`config.mk`:
```
export PLATFORM = sky130hd
export DESIGN_NAME = pipe_ctrl
export DESIGN_NICKNAME = d
export VERILOG_FILES = /design/src/rtl/pipe_ctrl.sv
export SDC_FILE = /design/constraint.sdc
export NUM_CORES = 1
export LEC_CHECK = 0
export CAP_MARGIN = 25
export CORE_MARGIN = 2
export CORE_UTILIZATION = 25
export CTS_CLUSTER_SIZE = 24
export DETAILED_ROUTE_END_ITERATION = 10
export HOLD_SLACK_MARGIN = 0.06
export SETUP_SLACK_MARGIN = 0.05
export SYNTH_ARGS = -nofsm -noshare
export SYNTH_HDL_FRONTEND = slang
export SYNTH_SLANG_ARGS = --single-unit
```
`constraint.sdc`:
```
create_clock -name clk -period 3.3 [get_ports clk]
set_input_delay 0.495 -clock clk [delete_from_list [all_inputs] [get_ports clk]]
set_output_delay 0.495 -clock clk [all_outputs]
set_load 0.1 [all_outputs]
```
`src/rtl/pipe_ctrl.sv`:
```
// rtl/pipe_ctrl.sv - pipeline stall controller with multi-cycle EX sequencer and stall statistics
module pipe_ctrl (
    input  logic        clk,
    input  logic        rst,
    input  logic        stallreq_id,
    input  logic        stallreq_mem,
    input  logic        ex_mc_start,
    input  logic [3:0]  ex_mc_cycles,
    input  logic        flush,
    output logic [5:0]  stall,
    output logic        mc_busy,
    output logic        mc_done,
    output logic [31:0] stall_cycles,
    output logic [15:0] bubble_cnt
);

    localparam logic [1:0] IDLE = 2'd0;
    localparam logic [1:0] RUN  = 2'd1;
    localparam logic [1:0] DONE = 2'd2;

    localparam logic [5:0] STALL_NONE = 6'b000000;
    localparam logic [5:0] STALL_MEM  = 6'b011111;
    localparam logic [5:0] STALL_EX   = 6'b001111;
    localparam logic [5:0] STALL_ID   = 6'b000111;

    logic [1:0] state, next_state;
    logic [3:0] cnt, next_cnt;
    logic       stallreq_ex;

    // The start cycle itself stalls, so EX is held for exactly N cycles and advances in DONE.
    always_comb begin
        stallreq_ex = ((state == IDLE) && ex_mc_start && (ex_mc_cycles != 4'd0) && !flush)
                      || (state == RUN);
    end

    always_comb begin
        stall = STALL_NONE;
        if (rst || flush)      stall = STALL_NONE;
        else if (stallreq_mem) stall = STALL_MEM;
        else if (stallreq_ex)  stall = STALL_EX;
        else if (stallreq_id)  stall = STALL_ID;
    end

    always_comb begin
        next_state = state;
        next_cnt   = cnt;
        case (state)
            IDLE: begin
                if (ex_mc_start && (ex_mc_cycles >= 4'd2)) begin
                    next_state = RUN;
                    next_cnt   = ex_mc_cycles - 4'd1;
                end else if (ex_mc_start && (ex_mc_cycles == 4'd1)) begin
                    next_state = DONE;
                end
            end
            // The functional unit keeps counting through memory waits.
            RUN: begin
                next_cnt = cnt - 4'd1;
                if (cnt <= 4'd1) begin
                    next_state = DONE;
                    next_cnt   = 4'd0;
                end
            end
            DONE: begin
                next_state = IDLE;
                next_cnt   = 4'd0;
            end
            default: begin
                next_state = IDLE;
                next_cnt   = 4'd0;
            end
        endcase
        if (flush) begin
            next_state = IDLE;
            next_cnt   = 4'd0;
        end
    end

    always_comb begin
        mc_busy = !rst && (state == RUN);
        mc_done = !rst && (state == DONE);
    end

    always_ff @(posedge clk) begin
        if (rst) begin
            state        <= IDLE;
            cnt          <= 4'd0;
            stall_cycles <= 32'd0;
            bubble_cnt   <= 16'd0;
        end else begin
            state <= next_state;
            cnt   <= next_cnt;
            if ((stall != STALL_NONE) && (stall_cycles != 32'hFFFF_FFFF))
                stall_cycles <= stall_cycles + 32'd1;
            if (stall[2] && !stall[3])
                bubble_cnt <= bubble_cnt + 16'd1;
        end
    end

endmodule

```
==> results.yml <==
run_status:
  status: "finished, violations left"
  failed_checks: "design-rule violations"
sta:
  period_needed_ns: 3.03
  fmax_mhz: 330
  min_period_over_period_pct: 91.9
  fin_skew_ns: 0.00608
  drv_slew: 0
  hold_viol_final: 0
  worst_pin_slew_ns: 0.974
  setup_viol: 0
  max-slew-margin-rel_pct: 34.9
  rsz0062_at_grt: "no"
  final.setup.tns_ns: 0
  setup_slack_ns: 0.267
  hold_ws_ns: 0.505
placed_design:
  dp_hpwl_um: 5790
  placed_cell_area_um2: 3720
  finalWeightedCongestion: 0.812
  dpl_worst_slack_ns: 0.277
  place.port_buffers: 64
cts:
  cts-resized-gates: 0
  clk_latency_ns: 0.29
  cts_tree: "done"
  cts_hold_buf: 0
  post_cts_buffers: 0
  cts.sinks: 54
  clockBufferDepth: 2
  clkTransAtPathRegs_ns: 0.07
  numCtsBuffers: 5
  h-tree-depth: 2
  cts_root_buf: "clkbuf_16"
critical_path:
  worstPathCellList: "clkdlybuf4s50_1, inv_1, ha_1, nor3b_1, buf_4, o211ai_4, nand2_1, inv_1, buf_12"
  max_stage_delay_ns: 0.51
  start_kind: "input port"
  crit_fanout: 10
  crit_type: "in -> out"
  end_kind: "primary output"
  path_common_cell: "inv_1"
  crit_required_ns: 2.80
  critical_path.top_delay_family: "buffers and inverters"
  crit_buf_inv: 5
  worstPathArrival_ns: 2.54
  crit_slowest_cell: "clkdlybuf4s50_1"
yosys:
  syn_inst: 358
  synth-simple-area-share_pct: 33.4
  synth_compound_area_share_pct: 16.7
  synthXorXnorAreaFrac_pct: 5.01
  synth_top_family_by_area: "simple AND/OR/NAND/NOR gates"
  synth_edf_count: 0
  synth_fp_nets: 376
  synth_fa_ha_area_share_pct: 3.37
  ys.flop_type: "dfxtp_1"
  synth_area_um2: 2970
  async_flop_share_pct: 0
  syn_area_per_cell_um2: 8.31
  synth_mux_area_share_pct: 0.883
  synth_warnings: 0
  yosysSeqAreaShare_pct: 36.3
  netlist-cell-type-count: 55
  synth_seq_cells: 54
floorplanning:
  die_x_um: 113
  std_cell_rows: 39
  start_util_pct: 25.8
  design.core.area_um2: 11500
  ios: 66
  fp.dieH_um: 113
  dieArea_um2: 12800
detailed_routing:
  first_pass_iters: 7
  drtAntennaViolNets: 0
  wire_per_inst_um: 14.0
  viasPerCell: 5.24
  drtIter0Drc: 159
  num_vias: 2961
  drt_wl_total_um: 7900
  drc_errors: 3
job:
  drv_cap: 0
global_route:
  grt_max_degree: 30
  grt_pass1_vias: 2708
  antenna_found_initial: 0
  grt_overflow: 0
  grt_pass1_wl_um: 13100
  grtUsageTotal_pct: 12.2
layout:
  area_delta_synth_final_pct: 30.7
  nFillCells: 1201
  finalNetCount: 439
  antenna_cells: 0
  drive_gt1_share_pct: 17.8
  final_util_pct: 33.8
  final_area_um2: 3890
power_and_ir_drop:
  irDropWorstVdd_mv: 0.222
  power_density_nw_per_um2: 367
  total_leakage_power_nw: 1.31
worst_hold_path:
  hold_class: "reg -> reg"
## cell families after synthesis
family          Yosys count
simple gates            173
compound gates           76
flops                    54
buf+inv                  27
xor+xnor                 17
fa+ha+maj                 8
mux                       2
other cells               1
## worst paths after layout
path	depth (start not counted)	startpoint	slack (ns)	endpoint
min reg2reg	2	bubble_cnt[1]	0.51	bubble_cnt[1]
min	2	bubble_cnt[1]	0.51	bubble_cnt[1]
max reg2reg	6	stall_cycles[1]	0.75	stall_cycles[26]
max	9	ex_mc_cycles[0]	0.27	stall[0]
## routing by layer
metal / vias to the layer above / share of wire, % / track usage (%)
met3: 2 / 6.0 / 3.48
met4: 0 / 0.42 / 2.44
met5: - / 0 / 0
met2: 67 / 45 / 19.3
li1: 1464 / - / -
met1: 1428 / 48 / 16.9
## registers in the layout, summed over array words and instances (netlist names)
register	count
bubble_cnt	16
cnt	4
state	2
stall_cycles	32
## cell type report
class	instances	area, µm²	share of cell area [%]
multi-input cells	277	1770	45.6
inverters	12	45.0	1.16
flip-flops and latches	54	1080	27.8
clock buffers	6	129	3.32
clock inverters	2	37.5	0.966
well taps	143	179	4.60
repair buffers	71	643	16.5
## metrics by stage
stage,instances,power [mW]
CTS,565,1.44
global placement,557,0.833
finish,565,1.43
global route,565,1.47
detailed placement,557,0.835
floorplan,358,0.784
## synth_stat cells (all sizes together), types with 2 or more instances
library cell  count  area share, %
a21oi            27            4.5
a22oi             2           0.50
and4              4            1.2
buf               6            1.6
clkbuf            9            1.1
dfxtp            54             36
ha                8            3.4
inv              12            1.5
mux2              2           0.88
nand2            23            3.2
nand2b            2           0.42
nand3            15            2.7
nand4            20            4.2
nor2             38            4.8
nor2b             2           0.42
nor3             11            2.0
nor3b             5            1.3
nor4             13            3.2
o211ai            2           0.97
o21a              2           0.50
o21ai            18            3.0
o311ai            5            1.5
o31a              2           0.59
o31ai             9            2.3
o41ai             3           0.88
or2               3           0.63
or3              17            3.7
or3b              2           0.59
or4              11            2.8
xnor2            13            3.8
xor2              4            1.2
## cell usage in the layout, fill, tap and decap left out, types with 10 or more instances in the layout
| cell | n |
|---|---|
| nor3_1 | 10 |
| inv_1 | 12 |
| xnor2_1 | 13 |
| or3_1 | 15 |
| nor4_1 | 12 |
| nand3_1 | 14 |
| buf_4 | 45 |
| nand2_1 | 22 |
| dfxtp_1 | 54 |
| nand4_1 | 20 |
| a21oi_1 | 27 |
| nor2_1 | 38 |
| o21ai_0 | 18 |
| or4_1 | 11 |
| clkdlybuf4s50_1 | 20 |
## tightest hold or removal path: cells and delay by family, from the launching register on
kind            cells  cell delay, ns
flops               1            0.34
compound gates      1            0.06
simple gates        1            0.06
## power by group
part / total [mW] / internal [mW] / leakage, nW / switching [mW]
combinational: 0.156 / 0.0516 / 0.794 / 0.104
sequential: 0.664 / 0.656 / 0.436 / 0.00778
clock: 0.607 / 0.359 / 0.0771 / 0.248
Note: power is estimated with default switching activity, not from simulation.
